### src/rtl/prewish_mask_responder.sv
// prewish_mask_responder: strobe-loaded 8-bit blink mask, double-buffered, played MSB-first on an LED.
// Optional PREWISH_RESP_IMMEDIATE_EN swaps a captured mask in at once instead of at the pattern boundary.
module prewish_mask_responder #(
  parameter int MASK_CLK_BITS = 9,
  parameter int DATA_W = 8,
  localparam int IW = $clog2(DATA_W)
) (
  input  logic              i_clk,
  input  logic              i_rst_n,
  input  logic              STB_I,
  input  logic [DATA_W-1:0] DAT_I,
  output logic              ACK_O,
  output logic              o_led,
  output logic [IW-1:0]     o_bit_idx,
  output logic              o_pending
);
  typedef enum logic {IDLE, RUN} state_t;
  state_t state_q, state_d;
  logic stb_q, ack_q, ack_d, led_q, led_d, pend_q, pend_d;
  logic [DATA_W-1:0] act_q, act_d, pmask_q, pmask_d;
  logic [IW-1:0] idx_q, idx_d;
  logic [MASK_CLK_BITS-1:0] pre_q, pre_d;
  logic rise, tick, wrap, swap;
  always_comb begin
    rise = STB_I & ~stb_q;
    tick = (state_q == RUN) && (&pre_q);
    wrap = tick && (idx_q == IW'(DATA_W - 1));
    state_d = state_q;
    act_d = act_q;
    idx_d = idx_q;
    led_d = led_q;
    ack_d = rise;
    pre_d = (state_q == RUN) ? pre_q + 1'b1 : '0;
    if (tick) begin
      idx_d = wrap ? '0 : idx_q + 1'b1;
      led_d = act_q[IW'(DATA_W - 1) - idx_d];
    end
`ifdef PREWISH_RESP_IMMEDIATE_EN
    swap = rise;
    pend_d = 1'b0;
    pmask_d = pmask_q;
    if (swap) begin
      act_d = DAT_I;
      idx_d = '0;
      pre_d = '0;
      led_d = DAT_I[DATA_W-1];
      state_d = (|DAT_I) ? RUN : IDLE;
    end
`else
    // a swap always consumes the old pending mask; a coincident rise refills it
    swap = pend_q && ((state_q == IDLE) || wrap);
    pend_d = rise | (pend_q & ~swap);
    pmask_d = rise ? DAT_I : pmask_q;
    if (swap) begin
      act_d = pmask_q;
      idx_d = '0;
      pre_d = '0;
      led_d = pmask_q[DATA_W-1];
      state_d = (|pmask_q) ? RUN : IDLE;
    end
`endif
  end
  always_ff @(posedge i_clk or negedge i_rst_n) begin
    if (!i_rst_n) begin
      state_q <= IDLE;
      stb_q <= 1'b0;
      ack_q <= 1'b0;
      led_q <= 1'b0;
      pend_q <= 1'b0;
      act_q <= '0;
      pmask_q <= '0;
      idx_q <= '0;
      pre_q <= '0;
    end else begin
      state_q <= state_d;
      stb_q <= STB_I;
      ack_q <= ack_d;
      led_q <= led_d;
      pend_q <= pend_d;
      act_q <= act_d;
      pmask_q <= pmask_d;
      idx_q <= idx_d;
      pre_q <= pre_d;
    end
  end
  assign ACK_O = ack_q;
  assign o_led = led_q;
  assign o_bit_idx = idx_q;
  assign o_pending = pend_q;
endmodule

### config.mk
export PLATFORM = sky130hd
export DESIGN_NAME = prewish_mask_responder
export DESIGN_NICKNAME = d
export VERILOG_FILES = /design/src/rtl/prewish_mask_responder.sv
export SDC_FILE = /design/constraint.sdc
export NUM_CORES = 1
export LEC_CHECK = 0
export CORE_UTILIZATION = 50
export CTS_CLUSTER_SIZE = 30
export DETAILED_ROUTE_END_ITERATION = 10
export DONT_BUFFER_PORTS = 1
export GPL_TIMING_DRIVEN = 0
export MAX_ROUTING_LAYER = met4
export PLACE_DENSITY = 0.75
export SLEW_MARGIN = 20
export SYNTH_ARGS = -nofsm -noshare
export SYNTH_HDL_FRONTEND = slang
export SYNTH_SLANG_ARGS = --single-unit
### constraint.sdc
create_clock -name i_clk -period 3 [get_ports i_clk]
set_clock_uncertainty 0.2 [all_clocks]
set_input_delay 0.9 -clock i_clk [delete_from_list [all_inputs] [get_ports i_clk]]
set_output_delay 0.9 -clock i_clk [all_outputs]
set_load 0.05 [all_outputs]
==> flow_summary.json <==
{
  "status": "finished clean",
  "hold_class": "primary input to asynchronous set/reset pin",
  "endpoint_kind": "register",
  "grt_remaining_overflow": 0,
  "die_h_um": 56.36,
  "cts_sinks": 33,
  "pin_count": 17,
  "seq_power_share": 0.567,
  "setup.worst_path.start_class": "register",
  "drt_pass1_iterations": 4,
  "max-vdd-ir-drop_mv": 0.4411,
  "nFillCells": 222,
  "clockRootBuffer": "clkbuf_4",
  "cap_violations": 0,
  "multiInputGateArea_um2": 613.1,
  "grt_pass1_wl_mm": 4.422,
  "p_leak_nw": 0.7294,
  "totalWireLength_mm": 2.492,
  "dpl.hpwl_mm": 1.690,
  "swShare": 0.2686,
  "vias": 956,
  "syn-mean-instance-area_um2": 12.74,
  "final-setup-viol-count": 0,
  "routabilityCongestion": 0.7972,
  "hold_viol": 0,
  "ys_types": 34,
  "cts.repair.resized": 0,
  "seqCellArea_um2": 825.8,
  "mappedNetlistNets": 131,
  "cts_buffers": 5,
  "cts_buffer_depth": 2,
  "design_area_um2": 1610,
  "cts_max_level": 2,
  "antenna_found_initial": 0,
  "fin_crit_sh": 0.8345,
  "start_util": 0.5313,
  "grt_max_degree": 34,
  "fp.dieW_um": 56.36,
  "clock_latency_ps": 340,
  "powerDensity_nw_per_um2": 649.0,
  "period_needed_ps": 2503,
  "synth_area_um2": 1478,
  "route.detailed.drc": 0,
  "synth_cells": 116,
  "drv_slew": 0,
  "wl_per_cell_um": 15.97,
  "postRouteAntennaNets": 0,
  "grt_pass1_vias": 993,
  "switching_power_uw": 280.7,
  "max_slew_margin": 0.5613,
  "cts_tree": "done",
  "place_inst": 147,
  "fin_nets": 139,
  "cp.arrival_ps": 2530,
  "syn_to_final_growth_pct": 8.975,
  "r2r_cells": 9,
  "fmax_mhz": 399.5,
  "path_class": "register to register",
  "coreArea_um2": 2781,
  "place_area_um2": 1516,
  "p_int_uw": 764.5,
  "fin_cells": 156,
  "portBuffers": 0,
  "rsz0062_at_grt": "no",
  "grtUsageTotal": 0.1910,
  "worstMarginPinSlew_ps": 658.0,
  "p_clk_frac": 0.324,
  "required_ps": 3030,
  "rows": 19,
  "worst-path-max-fanout": 10,
  "tns_ps": 0,
  "r2r-start": "pre_q[0]",
  "yosys_warnings": 0,
  "r2r_end": "act_q[3]",
  "ys_ff_latch": 33,
  "ys_seq_area_frac": 0.5588,
  "fin_hold_ws_ps": 29.24,
  "first_iter_violations": 28,
  "avgViaCountPerCell": 6.128,
  "n_antenna_cell": 0,
  "dieArea_um2": 3176,
  "finalPower_mw": 1.045,
  "reg2reg_slack_ps": 500,
  "clk_pin_slew_ps": 110,
  "drive_above_1_share": 0.2400,
  "combPwrFrac": 0.109,
  "post-cts-setup-buffers": 0
}
==> final cells by class <==
cell class,count,share of cell area
clock buffers,5,0.02331
plain buffers,4,0.01709
repair buffers,1,0.006216
clock inverters,3,0.02875
well taps,31,0.02409
flip-flops and latches,33,0.5128
multi-input cells,76,0.3807
inverters,3,0.006993
==> power groups by stage <==
stage                     logic [mW]  clock network, mW  registers, mW
after floorplan               0.0973                  0          0.583
after global placement         0.106                  0          0.595
after detailed placement       0.110                  0          0.601
after CTS                      0.111              0.350          0.592
after global routing           0.129              0.370          0.604
final                          0.113              0.339          0.593
==> logic make-up after synthesis <==
logic type / synth area share
AOI/OAI and AO/OA: 0.05759
xor gates and xnor gates: 0.03557
adders and majority gates: 0.03387
buffers and inverters: 0.02624
DFF: 0.5588
muxes: 0.1643
and+or+nand+nor: 0.1236
==> cells in the final DEF, fill, tap and decap left out, types with 2 or more instances in the layout <==
| cell type | n |
|---|---|
| nor4_1 | 3 |
| mux2_2 | 16 |
| xnor2_1 | 3 |
| nand2b_1 | 2 |
| nor2_1 | 8 |
| and3_1 | 3 |
| ha_1 | 4 |
| nand3b_1 | 2 |
| nand2_1 | 6 |
| nor2b_1 | 2 |
| xor2_1 | 3 |
| mux2i_1 | 4 |
| nand3_1 | 3 |
| nand4_1 | 2 |
| o21ai_0 | 2 |
| clkbuf_4 | 5 |
| dfrtp_1 | 33 |
| inv_1 | 3 |
==> repair_timing <==
item	4_1_cts	5_1_grt
hold endpoints to repair	0	12
setup endpoints to repair	0	0
hold buffers	0	1
==> flip-flops by register name, indices dropped and copies added, names as in the netlist <==
name / cells
pre_q: 9
o_led: 1
pmask_q: 8
stb_q: 1
ACK_O: 1
o_pending: 1
state_q: 1
act_q: 8
o_bit_idx: 3
==> cells in the mapped netlist <==
master     instances  area share
o21ai_0            2      0.0068
a22o_1             1      0.0059
buf_6              1      0.0076
nand2_1            6       0.015
buf_4              1      0.0051
a41oi_1            1      0.0059
a22o_2             1      0.0068
o22ai_1            1      0.0042
nand2b_1           2      0.0085
buf_2              1      0.0034
and4_1             1      0.0059
a21bo_2            1      0.0068
nand3_1            3       0.010
inv_1              3      0.0076
and3_1             3       0.013
nand4_1            2      0.0085
o2111ai_1          1      0.0059
nor2_1             8       0.020
nor4_1             3       0.013
ha_1               4       0.034
dfrtp_1           33        0.56
xor2_1             3       0.018
mux2_2            16        0.12
mux4_2             1       0.015
clkbuf_1           1      0.0025
a211oi_1           1      0.0051
mux2i_1            4       0.027
o211ai_1           1      0.0051
nor3b_1            1      0.0051
o21bai_1           1      0.0051
nand3b_1           2       0.010
nor2b_1            2      0.0085
xnor2_1            3       0.018
nor4b_1            1      0.0059
==> worst max-delay path, cell delays in order (launching register included) <==
cell and delay (ps):
dfrtp_1 420, ha_1 240, nand3_1 120, nor2_1 80, and3_1 180, ha_1 270, a21bo_2 260, nand2_1 80
buf_4 200, mux2_2 340
==> layer usage <==
metal  up-vias  wire (um)  track usage
met2        37       1194       0.2976
met4         0         53      0.08014
met5         -          0            -
met1       473       1064       0.2220
met3         7        179      0.07373
li1        439          -            -
==> how the worst max path moves through the flow <==
stage | cells after the start | start | slack [ps] | end
CTS | 9 | pre_q[0] | 480 | act_q[3]
detailed placement | 9 | pre_q[0] | 500 | act_q[4]
global placement | 9 | pre_q[0] | 510 | act_q[5]
finish | 9 | pre_q[0] | 500 | act_q[3]
global route | 9 | pre_q[0] | 380 | act_q[3]
floorplan | 9 | pre_q[0] | 670 | act_q[0]
==> through the flow <==
step	setup WS, ps	utilization
after detailed placement	495.7	0.5452
after floorplan	674.1	-
final	496.6	0.5789
after global routing	375.9	0.5789
after global placement	509.8	0.5452
after CTS	483.7	0.5753
Power figures use the tool's default switching activity.
